<file path="config.mk">
export PLATFORM = sky130hd
export DESIGN_NAME = fir_interp
export DESIGN_NICKNAME = d
export VERILOG_FILES = /design/src/rtl/fir_interp.sv
export SDC_FILE = /design/constraint.sdc
export NUM_CORES = 1
export LEC_CHECK = 0
export ABC_CLOCK_PERIOD_IN_PS = 15800
export CAP_MARGIN = 20
export CORE_MARGIN = 3
export CORE_UTILIZATION = 65
export CTS_CLUSTER_SIZE = 12
export DETAILED_ROUTE_END_ITERATION = 10
export GPL_ROUTABILITY_DRIVEN = 0
export PLACE_DENSITY_LB_ADDON = 0.2
export SYNTH_ARGS = -nofsm -noshare
export SYNTH_HDL_FRONTEND = slang
export SYNTH_SLANG_ARGS = --single-unit
</file>
<file path="constraint.sdc">
create_clock -name clk -period 15.8 [get_ports clk]
set_input_delay 3.95 -clock clk [delete_from_list [all_inputs] [get_ports clk]]
set_output_delay 3.95 -clock clk [all_outputs]
set_load 0.01 [all_outputs]
</file>
<file path="src/rtl/fir_interp.sv">
// Polyphase interpolate-by-4 pulse-shaping FIR: 13-tap prototype padded to 16 taps, valid/ready on both sides.
// Optional sticky underrun output enabled with `define FIR_INTERP_UNDERRUN_EN.
module fir_interp #(
  parameter int DIN_W  = 8,
  parameter int DOUT_W = 16
) (
  input  logic                     clk,
  input  logic                     reset,
  input  logic signed [DIN_W-1:0]  din,
  input  logic                     din_valid,
  output logic                     din_ready,
  output logic signed [DOUT_W-1:0] dout,
  output logic                     dout_valid,
  input  logic                     dout_ready
`ifdef FIR_INTERP_UNDERRUN_EN
  ,
  output logic                     underrun
`endif
);

  localparam int L      = 4;
  localparam int PH_W   = $clog2(L);
  localparam int COEF_W = 8;
  localparam int PROD_W = DIN_W + COEF_W;
  localparam int ACC_W  = PROD_W + 2;

  localparam logic signed [COEF_W-1:0] H [16] = '{
    8'sd2,   8'sd0,  -8'sd9, -8'sd10,
    8'sd20,  8'sd74,  8'sd102, 8'sd74,
    8'sd20, -8'sd10, -8'sd9,   8'sd0,
    8'sd2,   8'sd0,   8'sd0,   8'sd0
  };

  typedef enum logic {S_IDLE, S_EMIT} state_t;

  state_t                    state_q, state_d;
  logic [PH_W-1:0]           phase_q, phase_d;
  logic signed [DIN_W-1:0]   x_q [4];
  logic signed [DIN_W-1:0]   x_d [4];
  logic signed [DOUT_W-1:0]  dout_q, dout_d;
  logic                      in_acc;
  logic                      out_xfer;
  logic                      last_phase;

  // Phase p uses taps p, p+4, p+8, p+12 against x0..x3; sum is saturated to the output width.
  function automatic logic signed [DOUT_W-1:0] fir_phase(
    input logic [PH_W-1:0]       p,
    input logic signed [DIN_W-1:0] a0,
    input logic signed [DIN_W-1:0] a1,
    input logic signed [DIN_W-1:0] a2,
    input logic signed [DIN_W-1:0] a3
  );
    logic signed [PROD_W-1:0] m0, m1, m2, m3;
    logic signed [ACC_W-1:0]  acc;
    logic                     in_range;
    m0 = a0 * H[{2'b00, p}];
    m1 = a1 * H[{2'b01, p}];
    m2 = a2 * H[{2'b10, p}];
    m3 = a3 * H[{2'b11, p}];
    acc = ACC_W'(m0) + ACC_W'(m1) + ACC_W'(m2) + ACC_W'(m3);
    in_range = (&acc[ACC_W-1:DOUT_W-1]) || !(|acc[ACC_W-1:DOUT_W-1]);
    if (in_range)
      fir_phase = acc[DOUT_W-1:0];
    else if (acc[ACC_W-1])
      fir_phase = {1'b1, {(DOUT_W-1){1'b0}}};
    else
      fir_phase = {1'b0, {(DOUT_W-1){1'b1}}};
  endfunction

  assign last_phase = (phase_q == PH_W'(L - 1));
  assign in_acc     = din_valid && din_ready;
  assign out_xfer   = dout_valid && dout_ready;

  always_ff @(posedge clk or posedge reset) begin
    if (reset) state_q <= S_IDLE;
    else       state_q <= state_d;
  end

  always_comb begin
    state_d = state_q;
    case (state_q)
      S_IDLE: if (in_acc) state_d = S_EMIT;
      S_EMIT: if (out_xfer && last_phase && !in_acc) state_d = S_IDLE;
      default: state_d = S_IDLE;
    endcase
  end

  // Input is only taken while idle or when the final phase is leaving this cycle, so no bubble between bursts.
  always_comb begin
    din_ready  = 1'b0;
    dout_valid = 1'b0;
    case (state_q)
      S_IDLE: din_ready = 1'b1;
      S_EMIT: begin
        dout_valid = 1'b1;
        din_ready  = last_phase && dout_ready;
      end
      default: ;
    endcase
  end

  assign dout = dout_q;

  always_comb begin
    phase_d = phase_q;
    dout_d  = dout_q;
    for (int i = 0; i < 4; i++) x_d[i] = x_q[i];
    if (in_acc) begin
      x_d[0]  = din;
      x_d[1]  = x_q[0];
      x_d[2]  = x_q[1];
      x_d[3]  = x_q[2];
      phase_d = '0;
      dout_d  = fir_phase('0, din, x_q[0], x_q[1], x_q[2]);
    end else if (out_xfer && !last_phase) begin
      phase_d = phase_q + PH_W'(1);
      dout_d  = fir_phase(phase_q + PH_W'(1), x_q[0], x_q[1], x_q[2], x_q[3]);
    end
  end

  always_ff @(posedge clk or posedge reset) begin
    if (reset) begin
      phase_q <= '0;
      dout_q  <= '0;
      for (int i = 0; i < 4; i++) x_q[i] <= '0;
    end else begin
      phase_q <= phase_d;
      dout_q  <= dout_d;
      for (int i = 0; i < 4; i++) x_q[i] <= x_d[i];
    end
  end

`ifdef FIR_INTERP_UNDERRUN_EN
  logic seen_q, seen_d;
  logic underrun_q, underrun_d;

  always_comb begin
    seen_d     = seen_q || in_acc;
    underrun_d = underrun_q || ((state_q == S_IDLE) && dout_ready && seen_q);
  end

  always_ff @(posedge clk or posedge reset) begin
    if (reset) begin
      seen_q     <= 1'b0;
      underrun_q <= 1'b0;
    end else begin
      seen_q     <= seen_d;
      underrun_q <= underrun_d;
    end
  end

  assign underrun = underrun_q;
`endif

endmodule
</file>
* Yosys cells after proc, flatten, opt, wreduce, memory -nomap -nowiden
Memories as Yosys holds them, arrays and structs flattened.
Cells that the tools add are included.
** Word-level totals
- Flip-flop bits (word level) :: 51
- Bits in read-only memories :: 512
- Input port bits :: 12
- Output and inout port bits :: 18
- Word-level logic and storage cells :: 72
- Memories kept :: 4
** Memory list
- (no name shown) :: words 16, bits a word 8, rd ports 1, clocked after Yosys merged registers in 0, wr ports 0, line 59 : m3 = a3 * H[{2'b11, p}];
- (no name shown) :: words 16, bits a word 8, rd ports 1, clocked after Yosys merged registers in 0, wr ports 0, line 58 : m2 = a2 * H[{2'b10, p}];
- (no name shown) :: words 16, bits a word 8, rd ports 1, clocked after Yosys merged registers in 0, wr ports 0, line 57 : m1 = a1 * H[{2'b01, p}];
- (no name shown) :: words 16, bits a word 8, rd ports 1, clocked after Yosys merged registers in 0, wr ports 0, line 56 : m0 = a0 * H[{2'b00, p}];
** Cells by class
- Add/subtract/negate cells :: 7
- $mul :: 6
- Magnitude comparators :: 4
- Eq/ne operators :: 1
- Mux-type cells :: 21
- Bitwise gates (word level) :: 5
- Reduce and logical (&&, ||, !) cells :: 17
** Operator list (number)
- $mux W16 :: 6
- $mul A8 B8 Y16 :: 4
- $mux W8 :: 8
- $mul A8 B4 Y12 const B :: 2
- $ge A5 B5 Y1 const B :: 4
- $add A17 B16 Y18 :: 1
- $add A18 B16 Y18 :: 1
- $add A16 B16 Y17 :: 1
- $add A16 B9 Y17 :: 1
- $add A15 B14 Y16 :: 1
- $add A9 B14 Y15 :: 1
- $not A4 Y5 :: 2
- $logic_and A1 B1 Y1 :: 6
- $reduce_and A3 Y1 :: 2
- $reduce_or A3 Y1 :: 2
- $not A2 Y5 :: 1
- $not A3 Y5 :: 1
- $logic_not A1 Y1 :: 4
- $mux W2 :: 2
- $pmux W1 S2 :: 2
- $mux W1 :: 3
- $add A2 B1 Y2 const B :: 1
- $eq A2 B2 Y1 const B :: 1
- $logic_or A1 B1 Y1 :: 2
- other kinds (2) :: 2

* Logic depth before layout (Yosys ltp)
- Word-level depth :: 15
- Mapped depth :: 32

* Worst setup path after synthesis
OpenSTA, ideal clock, no wires.
- Kind :: input -> register
- Start point :: input din[7]
- End point :: register dout_q[1], in the netlist dout[1]
- Setup time :: 87 ps
- Arrival :: 8064 ps
- Data required time :: 15713 ps
- Setup slack :: 7650 ps
- Stages on the path :: 17
- Buffers on the path :: 1
- Cells stage by stage :: inv_1 fa_1 inv_1 fa_1 ha_1 or2_2 a21oi_1 a31oi_1 a31o_2 a21o_1 a21oi_1 xnor2_1 ha_1 o31ai_1 clkbuf_1 a21oi_1 a211oi_2
** On the way
- Longest elaborated chain between the ends :: 8
** RTL lines
- from (decl) :: line 9 : input logic signed [DIN_W-1:0] din,
- $add A9 B14 Y15 (*) :: line 60 : acc = ACC_W'(m0) + ACC_W'(m1) + ACC_W'(m2) + ACC_W'(m3);
- $add A15 B14 Y16 (*) :: line 60
- $add A16 B9 Y17 (*) :: line 60
- $reduce_or A3 Y1 :: line 61 : in_range = (&acc[ACC_W-1:DOUT_W-1]) || !(|acc[ACC_W-1:DOUT_W-1]);
- $logic_not A1 Y1 :: line 61
- $logic_or A1 B1 Y1 :: line 61
- $mux W16 (*) :: line 62 : if (in_range)
- $mux W16 (*) :: line 108 : if (in_acc) begin
- to (signal assigned) :: line 128 : dout_q <= dout_d;
- to (decl) :: line 40 : logic signed [DOUT_W-1:0] dout_q, dout_d;
Every way passes the cells marked *; elsewhere a longest branch is shown, timed or not.
A chain may end at the register's enable or synchronous reset.

* Final worst setup path
- Start point :: register phase_q[0]
- End point :: register dout_q[6], in the netlist dout[6]
** On the way
- Longest elaborated chain between the ends :: 15
** RTL lines
- from (decl) :: line 37 : logic [PH_W-1:0] phase_q, phase_d;
- from (signal assigned) :: line 127 : phase_q <= phase_d;
- $add A2 B1 Y2 :: line 117 : dout_d = fir_phase(phase_q + PH_W'(1), x_q[0], x_q[1], x_q[2], x_q[3]);
- $not A2 Y5 (not written as such) or $not A3 Y5 (tied branches) :: line 56, 57
- $mem_v2 Z16 W8 (on tied branches)
- $mux W8 (on tied branches) (2 in a row) :: line 56, 57
- $mul A8 B8 Y16 (on tied branches) :: line 56, 57
- $add A16 B16 Y17 :: line 60
- $add A17 B16 Y18 :: line 60
- $add A18 B16 Y18 :: line 60
- $reduce_or A3 Y1 :: line 61
- $logic_not A1 Y1 :: line 61
- $logic_or A1 B1 Y1 :: line 61
- $mux W16 :: line 62
- $mux W16 :: line 115 : end else if (out_xfer && !last_phase) begin
- $mux W16 :: line 108
Parallel ways exist; a longest one is shown, timed or not. The select of a mux whose other input is x is not followed.

==> impl_metrics.ini <==
[worst_setup_path]
crit_cells = 26
startpoint = phase_q[0]
max_stage_delay_ns = 0.85
arrival_ns = 9.83
startpoint_type = flop
required_ns = 16.03
crit_path_end_kind = flop
cp_slowest_cell = dfrtp_1
ff2ff_path_depth = 26
rr_startpoint = phase_q[0]
crit_buf_inv = 7
path_delay_family = adder cells
worstPathMaxFanout = 19
ff2ff_setup_slack_ns = 6.20
r2r_end = dout[6]
crit_path_frequent_cell = fa_1
crit_type = flop to flop

[logic_synthesis]
synth.area.top_cells = fa_1 (35%), ha_1 (19%), inv_1 (11%), dfrtp_1 (11%), nand2_1 (3.6%)
yosysTopAreaCellShare_pct = 35.2
asyncSetResetFlopFracSynth_pct = 100
yosysSeqAreaShare_pct = 10.6
synth_edf_count = 0
synth_top_cell_by_area = fa_1
yosys_warnings = 0
synthFlopType = dfrtp_1
syn_area_sq_mm = 0.0121
synth_seq_cells = 51
postSynthCellCount = 1296
synth_cell_types = 49
synth_fp_nets = 1705
avgSynthCellArea_sq_um = 9.30

[clocking]
cts_resized = 0
cts.sink_count = 51
cts_made_buffers = 5
tritoncts = built
postCtsSetupRepairBufs = 0
cts_buffer_depth = 2
cts_hold_buffers = 0
clkLatencyLatePin_ns = 0.31
cts_root_buf = clkbuf_16
clkTransAtPathRegs_ns = 0.08
htree_levels = 2

[sta]
worstMarginPinSlew_ns = 0.970
relSlewSlack_pct = 35.3
clock_skew_ns = 0.00733
post-route-period-util_pct = 60.8
rsz0062_at_grt = no
fmax_ghz = 0.104
finalSetupTns_ns = 0
drv_slew = 0
setup_viol = 0
period_needed_ns = 9.60
hold_viol_final = 0

[detailed_routing]
num_vias = 8483
firstDrtPassIters = 6
dr.first_iter.drc_count = 553
drt-wirelength-per-cell_microns = 17.9
via_per_inst = 5.51
drt-total-wl_microns = 27500
route.detailed.drc = 0
ant_nets = 0

[die]
core_area_sq_mm = 0.0181
start_util_pct = 66.6
die_h_microns = 142
fp.dieW_microns = 142
ios = 30
fp.dieArea_sq_mm = 0.0202
core.rowCount = 49

[global_route]
met2_usage_pct = 49.5
grtUsageMet3_pct = 3.60
grt_pass1_wl_microns = 46500
grt_max_degree = 52
antenna_found_initial = 0
grt_pass1_vias = 9077
use_met1_pct = 41.0
grt_overflow = 0
busiest_layer = met2
grt_usage_pct = 29.4

[min_path]
hold-path-cell-count = 2
hold_path_class = flop to flop
hp-start = x_q[0]
hold-path-endpoint = x_q[0]

[placement]
io_buffer_count = 29
hpwl_microns = 23000

[cells_and_area]
nNetsFinal = 1718
nFillCells = 1405
fin_util_pct = 70.1
num_antenna_cells = 0
area_growth_pct = 5.29
drive_above_1_share_pct = 2.75

[job]
drv_cap = 0

[run_status]
status = finished, final reports clean
metrics by stage:
step | std cells | instance area, sq um | worst slack [ns] | hold slack (ns)
6_report | 1539 | 12700 | 6.20 | 0.470
5_1_grt | 1539 | 12700 | 5.73 | 0.510
4_1_cts | 1539 | 12700 | 6.26 | 0.475
3_5_place_dp | 1531 | 12500 | 6.26 | 0.456
3_3_place_gp | 1531 | 12500 | 6.53 | 0.453
2_1_floorplan | 1296 | 12100 | 7.65 | 0.438
cells by family after synthesis:
logic type	count (synthesis)	share of synthesized area, %
fa+ha+maj	397	54.4
mux	2	0.280
buf+inv	373	11.8
flops	51	10.6
other cells	1	0.0311
simple gates	261	10.1
xor+xnor	59	4.57
compound gates	152	8.13
synth_stat cells (2+ instances only):
cell	count
a211oi_1	7
a211oi_2	10
a21o_1	14
a21oi_1	44
a31o_2	2
a31oi_1	8
and2_1	43
and3_1	4
buf_1	2
buf_2	2
buf_6	3
clkbuf_1	21
dfrtp_1	51
fa_1	212
ha_1	185
inv_1	345
nand2_1	116
nand2b_1	8
nand4_1	2
nor2_1	49
nor2b_1	24
nor3_1	4
o2111ai_1	2
o211ai_1	5
o21a_1	3
o21ai_0	36
o21ai_1	8
o21bai_1	5
o221ai_1	2
o31ai_1	2
or2_2	4
xnor2_1	41
xor2_1	16
state kept, by name, indices dropped and copies added, names as in the netlist:
signal   flops
x_q         32
dout        16
phase_q      2
state_q      1
layout by cell type (no fill, tap or decap), drive strengths merged, types with 5 or more instances in the layout:
cell,netlist,routed
o21ai,45,45
ha,185,185
clkdlybuf4s50,0,29
o211ai,5,5
inv,345,346
xor2,17,17
a31oi,8,8
buf,7,5
nor2b,24,24
a21o,14,14
fa,212,212
a21oi,45,45
xnor2,41,41
o21bai,5,5
nand2b,8,8
clkbuf,21,5
dfrtp,51,51
nor2,49,49
nand2,116,116
a211oi,17,17
and2,43,43
per-layer routing:
layer | vias up | wire length, microns
li1 | 3963 | -
met1 | 4199 | 11700
met2 | 263 | 13500
met3 | 58 | 1630
met4 | 0 | 747
met5 | - | 0
worst reg2reg max path: cells and delay by family, from the launching register on:
family	cells	cell delay, ns
AO/OA/AOI/OAI	3	0.81
XOR/XNOR	1	0.12
adder cells (fa/ha/maj)	10	4.94
buffers and inverters	7	1.22
flip-flops	1	0.85
AND/OR/NAND/NOR	5	1.59
worst max-delay path by stage:
stage / end
final: dout[6]
after global routing: dout[3]
after CTS: dout[6]
after detailed placement: dout[6]
after global placement: dout[6]
after floorplan: dout[1]
area by class of cell:
type,instances,area [sq um],area share [%]
Timing Repair Buffer,34,328,2.58
Tap cell,229,287,2.26
Clock inverter,3,27.5,0.217
Sequential cell,51,1280,10.1
Inverter,345,1290,10.2
Multi-Input combinational cell,872,9350,73.7
Clock buffer,5,125,0.986
Power is not shown: default switching activity piles up to over one toggle a cycle in this logic, so the estimate is an artifact.
